`src/rtl/sum_stage_pkg.sv`:
```
// sum_stage_pkg: shared defaults, entry type and depth check for the sum stage FIFO
//   DATA_W_DEF / DEPTH_DEF : default operand width and FIFO depth
//   entry_t                : one stored result, {carry, sum}
//   is_pow2                : elaboration-time power-of-two test
package sum_stage_pkg;
    localparam int DATA_W_DEF = 16;
    localparam int DEPTH_DEF  = 16;
    typedef struct packed {
        logic                  carry;
        logic [DATA_W_DEF-1:0] sum;
    } entry_t;
    function automatic bit is_pow2(int n);
        return n > 0 && (n & (n - 1)) == 0;
    endfunction
endpackage

```
`src/rtl/sum_stage_fifo_if.sv`:
```
// sum_stage_fifo_if: operand-in / result-out valid-ready bundle
//   in_valid, in_a, in_b, in_ready    : producer side (operand pairs)
//   out_valid, out_sum, out_carry, out_ready : consumer side (results)
//   master = producer/consumer environment, slave = the FIFO
interface sum_stage_fifo_if
    import sum_stage_pkg::*;
#(
    parameter int DATA_W = DATA_W_DEF
);
    logic              in_valid, in_ready, out_valid, out_carry, out_ready;
    logic [DATA_W-1:0] in_a, in_b, out_sum;
    modport master (output in_valid, in_a, in_b, out_ready,
                    input  in_ready, out_valid, out_sum, out_carry);
    modport slave  (input  in_valid, in_a, in_b, out_ready,
                    output in_ready, out_valid, out_sum, out_carry);
endinterface

```
`src/rtl/sum_stage_mem.sv`:
```
// sum_stage_mem: DEPTH x W storage, synchronous write, asynchronous read
//   clk     : clock
//   we_i    : write enable
//   waddr_i : write index,  wdata_i : write data
//   raddr_i : read index,   rdata_o : read data (combinational)
module sum_stage_mem #(
    parameter  int W      = 17,
    parameter  int DEPTH  = 16,
    localparam int ADDR_W = $clog2(DEPTH)
) (
    input  logic              clk,
    input  logic              we_i,
    input  logic [ADDR_W-1:0] waddr_i,
    input  logic [W-1:0]      wdata_i,
    input  logic [ADDR_W-1:0] raddr_i,
    output logic [W-1:0]      rdata_o
);
    logic [W-1:0] mem_q [DEPTH];
    always_ff @(posedge clk)
        if (we_i) mem_q[waddr_i] <= wdata_i;
    assign rdata_o = mem_q[raddr_i];
endmodule

```
`src/rtl/sum_stage_fifo.sv`:
```
// sum_stage_fifo: a+b adder feeding an elastic FIFO of {carry, sum} results
//   clk   : clock, rst_n : synchronous active-low reset
//   bus   : sum_stage_fifo_if.slave (operand in / result out handshakes)
//   count : occupancy 0..DEPTH
//   peak  : high-water mark when SUM_STAGE_FIFO_PEAK_EN is defined, else tied to 0
module sum_stage_fifo
    import sum_stage_pkg::*;
#(
    parameter  int DATA_W = DATA_W_DEF,
    parameter  int DEPTH  = DEPTH_DEF,
    localparam int ADDR_W = $clog2(DEPTH)
) (
    input  logic              clk,
    input  logic              rst_n,
    sum_stage_fifo_if.slave   bus,
    output logic [ADDR_W:0]   count,
    output logic [ADDR_W:0]   peak
);
    localparam logic [ADDR_W:0] ONE = 1;
    if (!is_pow2(DEPTH) || DEPTH < 2) begin : g_bad_depth
        $error("sum_stage_fifo: DEPTH must be a power of two >= 2");
    end
    logic [ADDR_W:0] wr_ptr_q, wr_ptr_d, rd_ptr_q, rd_ptr_d, count_q, count_d;
    logic            full, empty, push, pop;
    logic [DATA_W:0] wdata, rdata;
    // Extra pointer MSB distinguishes full from empty when the indices match.
    assign full  = (wr_ptr_q[ADDR_W] != rd_ptr_q[ADDR_W]) &&
                   (wr_ptr_q[ADDR_W-1:0] == rd_ptr_q[ADDR_W-1:0]);
    assign empty = wr_ptr_q == rd_ptr_q;
    // in_ready looks only at registered state, so a same-cycle pop cannot free a full slot.
    assign bus.in_ready  = rst_n & ~full;
    assign bus.out_valid = ~empty;
    assign push = bus.in_valid & bus.in_ready;
    assign pop  = bus.out_valid & bus.out_ready;
    assign wdata = {1'b0, bus.in_a} + {1'b0, bus.in_b};
    assign {bus.out_carry, bus.out_sum} = rdata;
    assign count = count_q;
    always_comb begin
        wr_ptr_d = push ? wr_ptr_q + ONE : wr_ptr_q;
        rd_ptr_d = pop ? rd_ptr_q + ONE : rd_ptr_q;
        count_d  = (push && !pop) ? count_q + ONE :
                   (pop && !push) ? count_q - ONE : count_q;
    end
    always_ff @(posedge clk) begin
        if (!rst_n) begin
            wr_ptr_q <= '0;
            rd_ptr_q <= '0;
            count_q  <= '0;
        end else begin
            wr_ptr_q <= wr_ptr_d;
            rd_ptr_q <= rd_ptr_d;
            count_q  <= count_d;
        end
    end
`ifdef SUM_STAGE_FIFO_PEAK_EN
    logic [ADDR_W:0] peak_q, peak_d;
    // count never exceeds DEPTH, so the peak saturates there naturally.
    assign peak_d = (count_d > peak_q) ? count_d : peak_q;
    always_ff @(posedge clk)
        if (!rst_n) peak_q <= '0;
        else        peak_q <= peak_d;
    assign peak = peak_q;
`else
    assign peak = '0;
`endif
    sum_stage_mem #(.W(DATA_W + 1), .DEPTH(DEPTH)) u_mem (
        .clk     (clk),
        .we_i    (push),
        .waddr_i (wr_ptr_q[ADDR_W-1:0]),
        .wdata_i (wdata),
        .raddr_i (rd_ptr_q[ADDR_W-1:0]),
        .rdata_o (rdata)
    );
endmodule

```
`src/flat_wrapper.sv`:
```
// flat-port wrapper written by rule: the top's interface ports become plain ports
module sum_stage_fifo_flat import sum_stage_pkg::*;
#(
    parameter  int DATA_W = DATA_W_DEF,
    parameter  int DEPTH  = DEPTH_DEF,
    localparam int ADDR_W = $clog2(DEPTH)
)
  (clk, rst_n, count, peak, bus_in_valid, bus_in_a, bus_in_b, bus_out_ready, bus_in_ready, bus_out_valid, bus_out_sum, bus_out_carry);
  sum_stage_fifo_if #(.DATA_W(DATA_W)) bus_i ();
  input  logic clk;
  input  logic rst_n;
  output logic [ADDR_W:0] count;
  output logic [ADDR_W:0] peak;
  input wire logic [$bits(bus_i.in_valid)-1:0] bus_in_valid;
  input wire logic [$bits(bus_i.in_a)-1:0] bus_in_a;
  input wire logic [$bits(bus_i.in_b)-1:0] bus_in_b;
  input wire logic [$bits(bus_i.out_ready)-1:0] bus_out_ready;
  output wire logic [$bits(bus_i.in_ready)-1:0] bus_in_ready;
  output wire logic [$bits(bus_i.out_valid)-1:0] bus_out_valid;
  output wire logic [$bits(bus_i.out_sum)-1:0] bus_out_sum;
  output wire logic [$bits(bus_i.out_carry)-1:0] bus_out_carry;
  assign bus_i.in_valid = bus_in_valid;
  assign bus_i.in_a = bus_in_a;
  assign bus_i.in_b = bus_in_b;
  assign bus_i.out_ready = bus_out_ready;
  assign bus_in_ready = bus_i.in_ready;
  assign bus_out_valid = bus_i.out_valid;
  assign bus_out_sum = bus_i.out_sum;
  assign bus_out_carry = bus_i.out_carry;
  sum_stage_fifo #(.DATA_W(DATA_W), .DEPTH(DEPTH)) u_core (.clk(clk), .rst_n(rst_n), .bus(bus_i), .count(count), .peak(peak));
endmodule
```
`config.mk`:
```
export PLATFORM = sky130hd
export DESIGN_NAME = sum_stage_fifo_flat
export DESIGN_NICKNAME = d
export VERILOG_FILES = /design/src/rtl/sum_stage_pkg.sv /design/src/rtl/sum_stage_fifo_if.sv /design/src/rtl/sum_stage_mem.sv /design/src/rtl/sum_stage_fifo.sv /design/src/flat_wrapper.sv
export SDC_FILE = /design/constraint.sdc
export NUM_CORES = 1
export LEC_CHECK = 0
export CAP_MARGIN = 20
export CORE_MARGIN = 2
export CORE_UTILIZATION = 54
export DETAILED_ROUTE_END_ITERATION = 10
export HOLD_SLACK_MARGIN = 0.12
export PLACE_DENSITY_LB_ADDON = 0.08
export SLEW_MARGIN = 0
export SYNTH_ARGS = -nofsm -noshare
export SYNTH_HDL_FRONTEND = slang
export SYNTH_SLANG_ARGS = --single-unit
```
`constraint.sdc`:
```
create_clock -name clk -period 2.9 [get_ports clk]
set_input_delay 0.58 -clock clk [delete_from_list [all_inputs] [get_ports clk]]
set_output_delay 0.58 -clock clk [all_outputs]
set_load 0.05 [all_outputs]
```
# Word level (Yosys, flattened, before mapping)
# Memories as Yosys holds them, arrays and structs flattened. A register that Yosys moved wholly into a read port is not among the register bits.
# Index checks and enable logic that the tools add are counted.
# op_classes
bitwise	5
n_addsub	5
n_reduce_logical	6
n_eq_ne	3
mux	6
# op_table
cell	n
adder 16 x 16 -> 17 bit	1
adder 5 x 1 -> 5 bit, second input constant	3
two-way mux 5 bit	2
two-way mux 4 bit	2
== test 5 bit	1
subtractor 5 x 1 -> 5 bit, second input constant	1
== test 4 bit	1
bitwise AND 1 bit	3
logical AND 1 bit	3
logical NOT 1 bit	2
two-way mux 1 bit	2
inverter 1 bit	2
nonzero test 2 bit	1
!= test 1 bit	1
# totals
register_bits	15
wordCells	29
in_bits	36
output_inout_bits	29
memories	1
ram_bits	272
# memory_table
memory	words	width	read_ports	rd_ports_with_merged_regs	write_ports	line_no	rtl
u_core.u_mem.mem_q	16	17	1	1	1	sum_stage_mem.sv:18	logic [W-1:0] mem_q [DEPTH];

# Depth between registers and ports, before layout
# depth
depth_word	9
depth_mapped	14
mapped_depth_nobuf	12

# Cells and area by module
# From an unflattened synthesis, not the netlist that was laid out.
# hier_totals
cells_unflattened	649
area_unflattened_um2	11946.5
# modules_own_cells
module	area_per_inst_um2	cells_each	n_inst
sum_stage_mem	10297.4	441	1
sum_stage_fifo	1649.1	208	1

# Worst setup path after synthesis
# OpenSTA, ideal clock, no wires.
# synth_path
kind	input port to flip-flop
from	input port bus_in_b[4]
to	memory u_core.u_mem.mem_q[0][15] (data pin)
path_buffers	0
slack_ns	-0.217
required_time_ns	2.481
t_arrival_ns	2.698
cell_stages	6
cell_sequence	ha_1 nand3_1 and2_4 a21oi_2 o41ai_4 o311ai_0
# synth_via
elab_chain_cells	1
# synth_lines
element	line_no	rtl
start, declared	flat_wrapper.sv:16	input wire logic [$bits(bus_i.in_b)-1:0] bus_in_b;
adder 16 x 16 -> 17 bit	sum_stage_fifo.sv:35	assign wdata = {1'b0, bus.in_a} + {1'b0, bus.in_b};
net u_core.u_mem.wdata_i[15]	sum_stage_mem.sv:14	input logic [W-1:0] wdata_i,
end, declared	sum_stage_mem.sv:18	
# The timed path passes the listed nets, and every way through them passes these cells.

==> impl_metrics.prom <==
# TYPE chip_impl_metric gauge
chip_impl_info{name="status",value="finished, violations left"} 1
chip_impl_info{name="failing_checks",value="setup timing"} 1
chip_impl_metric{name="timing.final.crit_share",unit="%"} 105
chip_impl_metric{name="clk_path_buf_depth",unit=""} 3
chip_impl_metric{name="area_growth_syn_to_layout",unit="%"} 23.2
chip_impl_metric{name="timing_max_transition_violations_final",unit=""} 0
chip_impl_metric{name="fin_hold_ws",unit="ns"} 0.510
chip_impl_metric{name="report.power.total",unit="mW"} 10.8
chip_impl_metric{name="die-height",unit="um"} 154
chip_impl_metric{name="yosys_warns",unit=""} 0
chip_impl_metric{name="route.antenna.remaining_nets",unit=""} 0
chip_impl_metric{name="multiInputGateArea",unit="mm^2"} 0.00341
chip_impl_metric{name="synth_area",unit="mm^2"} 0.0121
chip_impl_metric{name="vias_per_cell",unit=""} 5.90
chip_impl_metric{name="post_synth.cell_area_avg",unit="um^2"} 19.7
chip_impl_metric{name="postLayoutCoreUtil",unit="%"} 67.9
chip_impl_info{name="grt_setup_unrepaired",value="true"} 1
chip_impl_info{name="start_kind",value="flip-flop"} 1
chip_impl_metric{name="htree_levels",unit=""} 1
chip_impl_metric{name="clock_insertion_delay_worst_skew",unit="ns"} 0.53
chip_impl_metric{name="number_of_enable_type_register_cells_in_the_synthesized_netlist",unit=""} 272
chip_impl_metric{name="postSynthCellCount",unit=""} 614
chip_impl_metric{name="total_wirelength_of_the_detailed_routed_design",unit="mm"} 26.2
chip_impl_info{name="synth_most_common_cell",value="sky130_fd_sc_hd__edfxtp_1"} 1
chip_impl_metric{name="timing.fmax",unit="MHz"} 329
chip_impl_metric{name="postSynthRegisterBits",unit=""} 291
chip_impl_metric{name="route.vias.total",unit=""} 6363
chip_impl_metric{name="clock_sinks",unit=""} 291
chip_impl_info{name="cts_tree",value="yes"} 1
chip_impl_info{name="yosys.area.top_type",value="sky130_fd_sc_hd__edfxtp_1"} 1
chip_impl_metric{name="peakVddDrop",unit="uV"} 805
chip_impl_metric{name="layoutNonFillerInstCount",unit=""} 1078
chip_impl_info{name="end_kind",value="output port"} 1
chip_impl_metric{name="synth-seq-area-share",unit="%"} 70.8
chip_impl_metric{name="tightestPinTransition",unit="ns"} 1.03
chip_impl_metric{name="worst_ep_required_time",unit="ns"} 2.32
chip_impl_metric{name="grt_pass1_wl",unit="mm"} 39.0
chip_impl_metric{name="setup_slack",unit="ns"} -0.137
chip_impl_metric{name="n_fill_cell",unit=""} 1436
chip_impl_metric{name="drc_errors",unit=""} 0
chip_impl_metric{name="placement.setup.worst_slack",unit="ns"} -0.711
chip_impl_info{name="timing.hold.worst.class",value="flip-flop to flip-flop"} 1
chip_impl_info{name="timing_worst_setup_path_type",value="flip-flop to output port"} 1
chip_impl_metric{name="rows",unit=""} 54
chip_impl_info{name="synth.top_cells.by_count",value="sky130_fd_sc_hd__edfxtp_1 (272), sky130_fd_sc_hd__mux4_2 (85), sky130_fd_sc_hd__ha_1 (25), sky130_fd_sc_hd__nor2_1 (24), sky130_fd_sc_hd__nand2_1 (20)"} 1
chip_impl_metric{name="detail_route.first_pass.iterations",unit=""} 5
chip_impl_metric{name="routed_wire_length_per_instance",unit="um"} 24.3
chip_impl_metric{name="gr-total-overflow",unit=""} 0
chip_impl_metric{name="boundaryPins",unit=""} 65
chip_impl_info{name="netlist_top_cells_area",value="sky130_fd_sc_hd__edfxtp_1 (68%), sky130_fd_sc_hd__mux4_2 (16%), sky130_fd_sc_hd__dfxtp_1 (3.2%)"} 1
chip_impl_info{name="cts_root_buf",value="sky130_fd_sc_hd__clkbuf_16"} 1
chip_impl_metric{name="hold_fix_buffers_cts",unit=""} 0
chip_impl_metric{name="dp_hpwl",unit="mm"} 15.6
chip_impl_metric{name="synth.lib_cells_used.distinct",unit=""} 48
chip_impl_metric{name="detailedRoute.firstIterationViolations",unit=""} 540
chip_impl_metric{name="post-place-cells",unit=""} 1013
chip_impl_metric{name="min_delay_path_depth",unit=""} 2
chip_impl_metric{name="final.setup_skew",unit="ns"} 0.0143
chip_impl_metric{name="grt_antenna_before_repair",unit=""} 0
chip_impl_metric{name="postSynth.asyncResetShare",unit="%"} 0
chip_impl_metric{name="maximum_number_of_pins_on_one_net_before_global_route_repair",unit=""} 69
chip_impl_metric{name="setup_violations",unit=""} 17
chip_impl_metric{name="final_period_minus_worst_setup_slack",unit="ns"} 3.04
chip_impl_metric{name="core_region_area",unit="mm^2"} 0.0219
chip_impl_metric{name="relSlewSlack",unit="%"} 31.1
chip_impl_metric{name="portBuffers",unit=""} 59
chip_impl_metric{name="globalRouteTotalUtil",unit="%"} 22.1
chip_impl_metric{name="via_count_of_the_first_global_routing_pass",unit=""} 6504
chip_impl_metric{name="initial_core_util",unit="%"} 55.2
chip_impl_metric{name="static_leakage",unit="nW"} 5.01
chip_impl_info{name="synthFlopType",value="sky130_fd_sc_hd__edfxtp_1"} 1
chip_impl_metric{name="worst_ep_arrival_time",unit="ns"} 2.46
chip_impl_metric{name="num-nets-final",unit=""} 839
chip_impl_metric{name="gp_congestion",unit=""} 0.779
chip_impl_metric{name="final-seq-area",unit="mm^2"} 0.00856
chip_impl_metric{name="chipWidth",unit="um"} 154
chip_impl_metric{name="timing_hold_violations_final",unit=""} 0
chip_impl_metric{name="critical_path_peak_fanout",unit=""} 5
chip_impl_metric{name="timing.max_cap.violations",unit=""} 0
chip_impl_metric{name="cts_inserted_buffers",unit=""} 28
chip_impl_metric{name="die_area",unit="mm^2"} 0.0236
chip_impl_metric{name="drive_gt1_share",unit="%"} 35.0
chip_impl_metric{name="clk_pin_slew",unit="ns"} 0.06
chip_impl_metric{name="synth_largest_type_area_fraction",unit="%"} 67.6
chip_impl_metric{name="antenna-diode-count",unit=""} 0
chip_impl_metric{name="worst_r2r_path_depth",unit=""} 13
chip_impl_metric{name="power.density",unit="mW/mm^2"} 725
-- final cells by class --
cell class	instances	share of cell area, %
Timing Repair Buffer	159	11.1
Clock inverter	18	0.766
Clock buffer	34	5.01
Sequential cell	291	57.6
Tap cell	280	2.36
Multi-Input combinational cell	286	22.9
Inverter	10	0.252
-- worst paths after layout --
kind                                                 startpoint                      endpoint  slack, ns
worst max-delay path                                  flip-flop                bus_out_sum[4]      -0.14
worst min-delay path               u_core.count[4]$_SDFFE_PN0P_  u_core.count[4]$_SDFFE_PN0P_       0.51
worst max register to register  u_core.rd_ptr_q[2]$_SDFFE_PN0P_  u_core.count[4]$_SDFFE_PN0P_       0.16
worst min register to register     u_core.count[4]$_SDFFE_PN0P_  u_core.count[4]$_SDFFE_PN0P_       0.51
-- flip-flops by register name (all words and copies together), names as in the netlist, named ones only --
name	flops
u_core.wr_ptr_q	5
u_core.count	5
u_core.rd_ptr_q	5
u_core.u_mem.mem_q	272
-- metrics by stage --
stage	setup TNS, ns	cell area (um^2)
after floorplan	-4.25	12100
after global placement	-25.90	13600
after detailed placement	-39.27	13600
after CTS	-2.15	14700
after global routing	-2.79	14900
final	-1.87	14900
-- timing repair --
| item | CTS | global route |
|---|---|---|
| cloned | 3 | 4 |
| buffers inserted | 4 | 3 |
| setup endpoints to repair | 51 | 42 |
| pin swaps | 0 | 2 |
| gates resized for setup | 31 | 12 |
-- routing by layer --
metal / global-route usage (%) / wire, um
met5: 0 / 0
met4: 5.72 / 543
met3: 2.71 / 1250
met2: 38.5 / 13500
met1: 30.1 / 10900
-- power breakdown --
part	switching [mW]	leakage, nW	total, mW	internal, mW
combinational	1.29	1.98	2.50	1.21
sequential	0.0664	2.61	4.92	4.85
clock	1.46	0.428	3.37	1.91
total	2.81	5.01	10.8	7.97
-- logic make-up after synthesis --
family	after synthesis	share of synthesized area (%)
multiplexers	86	15.9
AND/OR/NAND/NOR	91	3.76
other	1	0.0311
AO/OA/AOI/OAI	50	2.89
flip-flops	291	70.8
adder cells (fa/ha/maj)	27	2.92
buffers and inverters	41	1.70
XOR/XNOR	27	1.96
-- worst max-delay path: stages, from the launching register on --
cell and delay, ns:
sky130_fd_sc_hd__dfxtp_4 0.43, sky130_fd_sc_hd__buf_8 0.16, sky130_fd_sc_hd__buf_12 0.14, sky130_fd_sc_hd__mux4_2 0.53, sky130_fd_sc_hd__mux4_2 0.49, sky130_fd_sc_hd__buf_6 0.17
-- layout by cell type (no fill, tap or decap), types with 13 or more instances in the layout --
master,instances
sky130_fd_sc_hd__buf_6,16
sky130_fd_sc_hd__edfxtp_1,272
sky130_fd_sc_hd__a21oi_1,15
sky130_fd_sc_hd__clkdlybuf4s50_1,40
sky130_fd_sc_hd__mux4_2,85
sky130_fd_sc_hd__buf_12,14
sky130_fd_sc_hd__ha_1,25
sky130_fd_sc_hd__nand2_1,20
sky130_fd_sc_hd__xor2_1,13
sky130_fd_sc_hd__clkbuf_16,32
sky130_fd_sc_hd__buf_4,79
sky130_fd_sc_hd__xnor2_1,13
Note: power is estimated with default switching activity, not from simulation.
==> variant 1, RTL diff (config.mk and constraints unchanged) <==
Change the package constant `DEPTH_DEF` from 16 to 8.
--- a/src/rtl/sum_stage_pkg.sv
+++ b/src/rtl/sum_stage_pkg.sv
@@ -6,3 +6,3 @@
     localparam int DATA_W_DEF = 16;
-    localparam int DEPTH_DEF  = 16;
+    localparam int DEPTH_DEF  = 8;
     typedef struct packed {
Interface: changed (resized count and peak); port bits go from 65 to 63. The function was not compared with the original's and may differ.
==> variant 1 against the original RTL <==
- worst hold slack worse by 0.022 ns
- design area down 45%
- routed wire length down 52%
- power down 44%
- sequential cell count down 140
- synthesized area down 45%
- combinational power down 41%
- utilization up 0.90 points
- clock power down 42%
- worst setup slack better by 0.26 ns
==> variant 1: results (changes against the original RTL) <==
{| class="wikitable"
! Metric !! Value
|-
| Synth cell count leaders || sky130_fd_sc_hd__edfxtp_1 (136), sky130_fd_sc_hd__mux4_2 (34), sky130_fd_sc_hd__ha_1 (21)
|-
| Area contributors post-synth || sky130_fd_sc_hd__edfxtp_1 (62%), sky130_fd_sc_hd__mux4_2 (12%), sky130_fd_sc_hd__dfxtp_1 (4.5%)
|-
| Crit path arrival time || 2.92 ns (+0.46 ns)
|-
| Count of flip-flops with a built-in enable after synthesis || 136 (-50%)
|-
| Critical path capture point || u_core.u_mem.mem_q[4][14]
|-
| Number of buffers inserted by port buffering || 58 (-1.7%)
|-
| Max FFs per register || 136 (-50%)
|-
| Max FO, Critical Path || 8 (+3)
|-
| Wire length of the first global-routing pass || 20000 microns (-49%)
|-
| Cell leakage power || 2.84 nW (-43%)
|-
| Worst-Skew Late Latency || 0.42 ns (-0.11 ns)
|-
| Seq/Total Area, Yosys || 66.4% (-4.4 points)
|-
| Reg-to-reg critical path startpoint || u_core.rd_ptr_q[0]
|-
| Fraction of final layout cells with drive strength greater than 1 || 31.5% (-3.4 points)
|-
| Post-synthesis cell type count || 47 (-2.1%)
|-
| H-tree depth reported by CTS || 4 (+3)
|-
| Status || finished, final reports clean
|-
| Remaining max-slew budget at the tightest pin || 53.4% (+22 points)
|-
| Starting DRT DRC Count || 217 (-60%)
|-
| CTS Buffer Depth || 2 (-1)
|-
| Largest net degree at the start of global routing || 35 (-49%)
|-
| Post-placement worst setup slack || -0.593 ns (+0.118 ns)
|-
| Critical R2R Capture || u_core.count[3]
|-
| Depth of the most critical reg-to-reg path || 11 (-2)
|-
| Maximum cell stage delay along the critical path || 0.40 ns (-0.13 ns)
|-
| Detailed Place HPWL || 8230 microns (-47%)
|-
| Worst R2R Setup Slack || 0.42 ns (+0.26 ns)
|-
| DR vias || 3655 (-43%)
|}
variant 1: changes by cell type in the layout (fill, tap and decap cells not counted), moves of 5 or more:
cell / before / now
sky130_fd_sc_hd__mux4_2: 85 / 34
sky130_fd_sc_hd__clkbuf_16: 32 / 17
sky130_fd_sc_hd__ha_1: 25 / 20
sky130_fd_sc_hd__inv_1: 9 / 1
sky130_fd_sc_hd__dfxtp_2: 7 / 1
sky130_fd_sc_hd__clkinv_2: 8 / 3
sky130_fd_sc_hd__nor2_2: 12 / 1
sky130_fd_sc_hd__buf_4: 79 / 59
sky130_fd_sc_hd__buf_6: 16 / 0
sky130_fd_sc_hd__nor2b_1: 9 / 3
sky130_fd_sc_hd__xor2_1: 13 / 4
sky130_fd_sc_hd__buf_12: 14 / 3
sky130_fd_sc_hd__edfxtp_1: 272 / 136
sky130_fd_sc_hd__mux2_2: 0 / 17
variant 1: per-layer routing:
layer | track usage [%] | share of wire [%]
met1 | 26.5 | 43
met2 | 35.9 | 52
met3 | 4.24 | 4.2
met4 | 8.29 | 1.4
met5 | 0 | 0
variant 1: repair_timing:
item	in CTS	in global routing
gates resized for setup	2	8
pin swaps	0	4
buffers inserted	0	1
setup endpoints to repair	16	45
variant 1: layout make-up:
cell class	count	area (sq um)
clock inverter	11	83.8
timing repair buffer	102	903
fill	782	3730
clock buffer	20	437
inverter	3	13.8
multi-input combinational	214	2220
sequential	151	4390
tap	147	184
variant 1: power breakdown:
| group | switching (mW) | leakage, nW | internal (mW) | total (mW) |
|---|---|---|---|---|
| logic | 0.813 | 1.24 | 0.664 | 1.48 |
| clock network | 0.797 | 0.250 | 1.16 | 1.95 |
| registers | 0.0673 | 1.35 | 2.54 | 2.61 |
variant 1: cells by family after synthesis:
group / count (synthesis) / synth area share (%)
AOI/OAI and AO/OA: 46 / 4.81
xor gates and xnor gates: 23 / 3.05
adders and majority gates: 23 / 4.59
buffers and inverters: 19 / 1.40
DFF: 151 / 66.4
muxes: 53 / 14.8
other: 1 / 0.0568
and+or+nand+nor: 65 / 4.91
variant 1: worst min path at each step:
| stage | end | startpoint | depth (start not counted) | slack [ns] |
|---|---|---|---|---|
| final | u_core.count[3] | u_core.count[3] | 2 | 0.49 |
| after global routing | u_core.wr_ptr_q[3] | u_core.wr_ptr_q[3] | 2 | 0.51 |
| after CTS | u_core.wr_ptr_q[3] | u_core.wr_ptr_q[3] | 2 | 0.49 |
| after detailed placement | u_core.count[3] | u_core.count[3] | 2 | 0.48 |
| after global placement | u_core.count[3] | u_core.count[3] | 2 | 0.47 |
| after floorplan | u_core.wr_ptr_q[3] | u_core.wr_ptr_q[3] | 1 | 0.46 |
variant 1: stage by stage:
stage	cells	total power [mW]
floorplan	384	3.67
global placement	616	4.09
detailed placement	616	4.12
CTS	647	6.07
global route	648	6.28
finish	648	6.04
==> variant 2, RTL diff (same flow settings) <==
Made on the original files. Put one more register stage on the output `count`, without a reset. The value now appears one clock later. The other outputs are not delayed to match.
--- a/src/rtl/sum_stage_fifo.sv
+++ b/src/rtl/sum_stage_fifo.sv
@@ -36,3 +36,5 @@
     assign {bus.out_carry, bus.out_sum} = rdata;
-    assign count = count_q;
+    always_ff @(posedge clk) begin
+        count <= count_q;
+    end
     always_comb begin
Check against the original RTL: not equivalent (a bounded check fails within 4 cycles, from zero or initial values and one cycle with rst_n low).
==> variant 2 against the original RTL <==
- the run still ends with setup timing left
- design area is 0.34% higher
- power grew 0.96%
- synthesized area is 0.84% higher
- utilization is essentially flat
- routed wire length is 1.7% lower
- sequential cell count is 5 higher
- register-to-register slack better by 0.03 ns
- clock skew shrank 0.0083 ns
- worst setup slack improved by 0.0074 ns
- largest cell class unchanged
- highest routed layer unchanged
==> variant 2: results (changes against the original RTL) <==
{| class="wikitable"
! Metric !! Value
|-
| Final routed wirelength across all metal layers || 25800 microns (-1.7%)
|-
| Worst min-delay path endpoint || u_core.count[4]
|-
| Worst hold slack across all endpoints || 0.367 ns (-0.143 ns)
|-
| Worst clock skew || 0.00597 ns (-0.00834 ns)
|-
| Post-layout net count || 838 (-0.12%)
|-
| Remaining max-slew budget at the tightest pin || 31.9% (+0.83 points)
|-
| Reg-to-reg critical path startpoint || u_core.wr_ptr_q[0]
|-
| Fraction of final layout cells with drive strength greater than 1 || 31.9% (-3.0 points)
|-
| Area contributors post-synth || sky130_fd_sc_hd__edfxtp_1 (67%), sky130_fd_sc_hd__mux4_2 (16%), sky130_fd_sc_hd__dfxtp_1 (3.9%)
|-
| Hold WC Path Type || flop to flop
|-
| Worst R2R Setup Slack || 0.19 ns (+0.03 ns)
|-
| Instance area after placement || 13700 sq um (+0.77%)
|-
| Status || complete, but fails checks
|-
| Max FO, Critical Path || 8 (+3)
|-
| Reg with most FFs || u_core.u_mem.mem_q
|-
| Synth cell count leaders || sky130_fd_sc_hd__edfxtp_1 (272), sky130_fd_sc_hd__mux4_2 (85), sky130_fd_sc_hd__ha_1 (25)
|-
| Failing checks || setup timing
|-
| Critical path capture point || bus_out_carry
|-
| Wire length of the first global-routing pass || 38600 microns (-0.96%)
|-
| Nature of the critical path startpoint || flop
|-
| Inserted Clock Buffers || 29 (+3.6%)
|-
| Final-report setup violation count || 17 (unchanged)
|-
| Number of global-route vias before repair || 6508 (+0.062%)
|-
| Starting DRT DRC Count || 514 (-4.8%)
|-
| Detailed Place HPWL || 15100 microns (-3.0%)
|-
| Hold path cells || 0 (-2)
|-
| Cell leakage power || 5.02 nW (+0.14%)
|-
| Worst Setup Slack, final || -0.130 ns (+0.00745 ns)
|-
| Hold Crit Start || u_core.count_q[4]
|-
| Max IR drop VDD || 625 uV (-22%)
|-
| Seq/Total Area, Yosys || 71.0% (+0.23 points)
|-
| Synthesis-to-layout area growth || 22.5%
|-
| Number of inserted filler cells in the final layout || 1417 (-1.3%)
|}
==> variant 2: what timing repair did <==
action,4_1_cts,5_1_grt
cloned,2,2
resized for setup,28,8
setup buffers,5,1
setup endpoints to repair,19,20
pin swaps,1,3
==> variant 2: per-layer routing <==
metal	track usage, %	wire length [microns]	up-vias
li1	-	-	2817
met1	29.7	10400	3376
met2	38.9	13600	201
met3	2.82	1420	34
met4	4.23	325	0
met5	0	0	-
==> variant 2: metrics by stage <==
stage          std cells  total power, mW  setup slack [ns]  TNS, ns
6_report            1075             10.9            -0.130    -1.63
3_5_place_dp        1011             7.30            -0.569   -31.34
2_1_floorplan        623             6.56           -0.0568    -3.82
4_1_cts             1069             10.9            -0.157    -2.10
5_1_grt             1075             11.3            -0.170    -2.49
3_3_place_gp        1011             7.24            -0.376   -20.87
==> variant 2: cells by family after synthesis <==
kind of cell,after synthesis,share of synthesized area [%]
flops,296,71.0
buf+inv,41,1.70
simple gates,91,3.73
other cells,1,0.0308
compound gates,50,2.87
fa+ha+maj,27,2.90
mux,86,15.8
xor+xnor,27,1.94
==> variant 2: where the power goes <==
group	internal, mW	switching, mW
logic	1.22	1.27
clock network	1.92	1.48
registers	4.94	0.0551
total	8.08	2.81
==> variant 2: cell type report <==
type                            count  share of cell area, %
Sequential cell                   296                   58.0
Multi-Input combinational cell    286                   22.7
Timing Repair Buffer              152                   11.0
Clock buffer                       36                   5.04
Tap cell                          280                   2.35
Clock inverter                     15                  0.679
Inverter                           10                  0.252
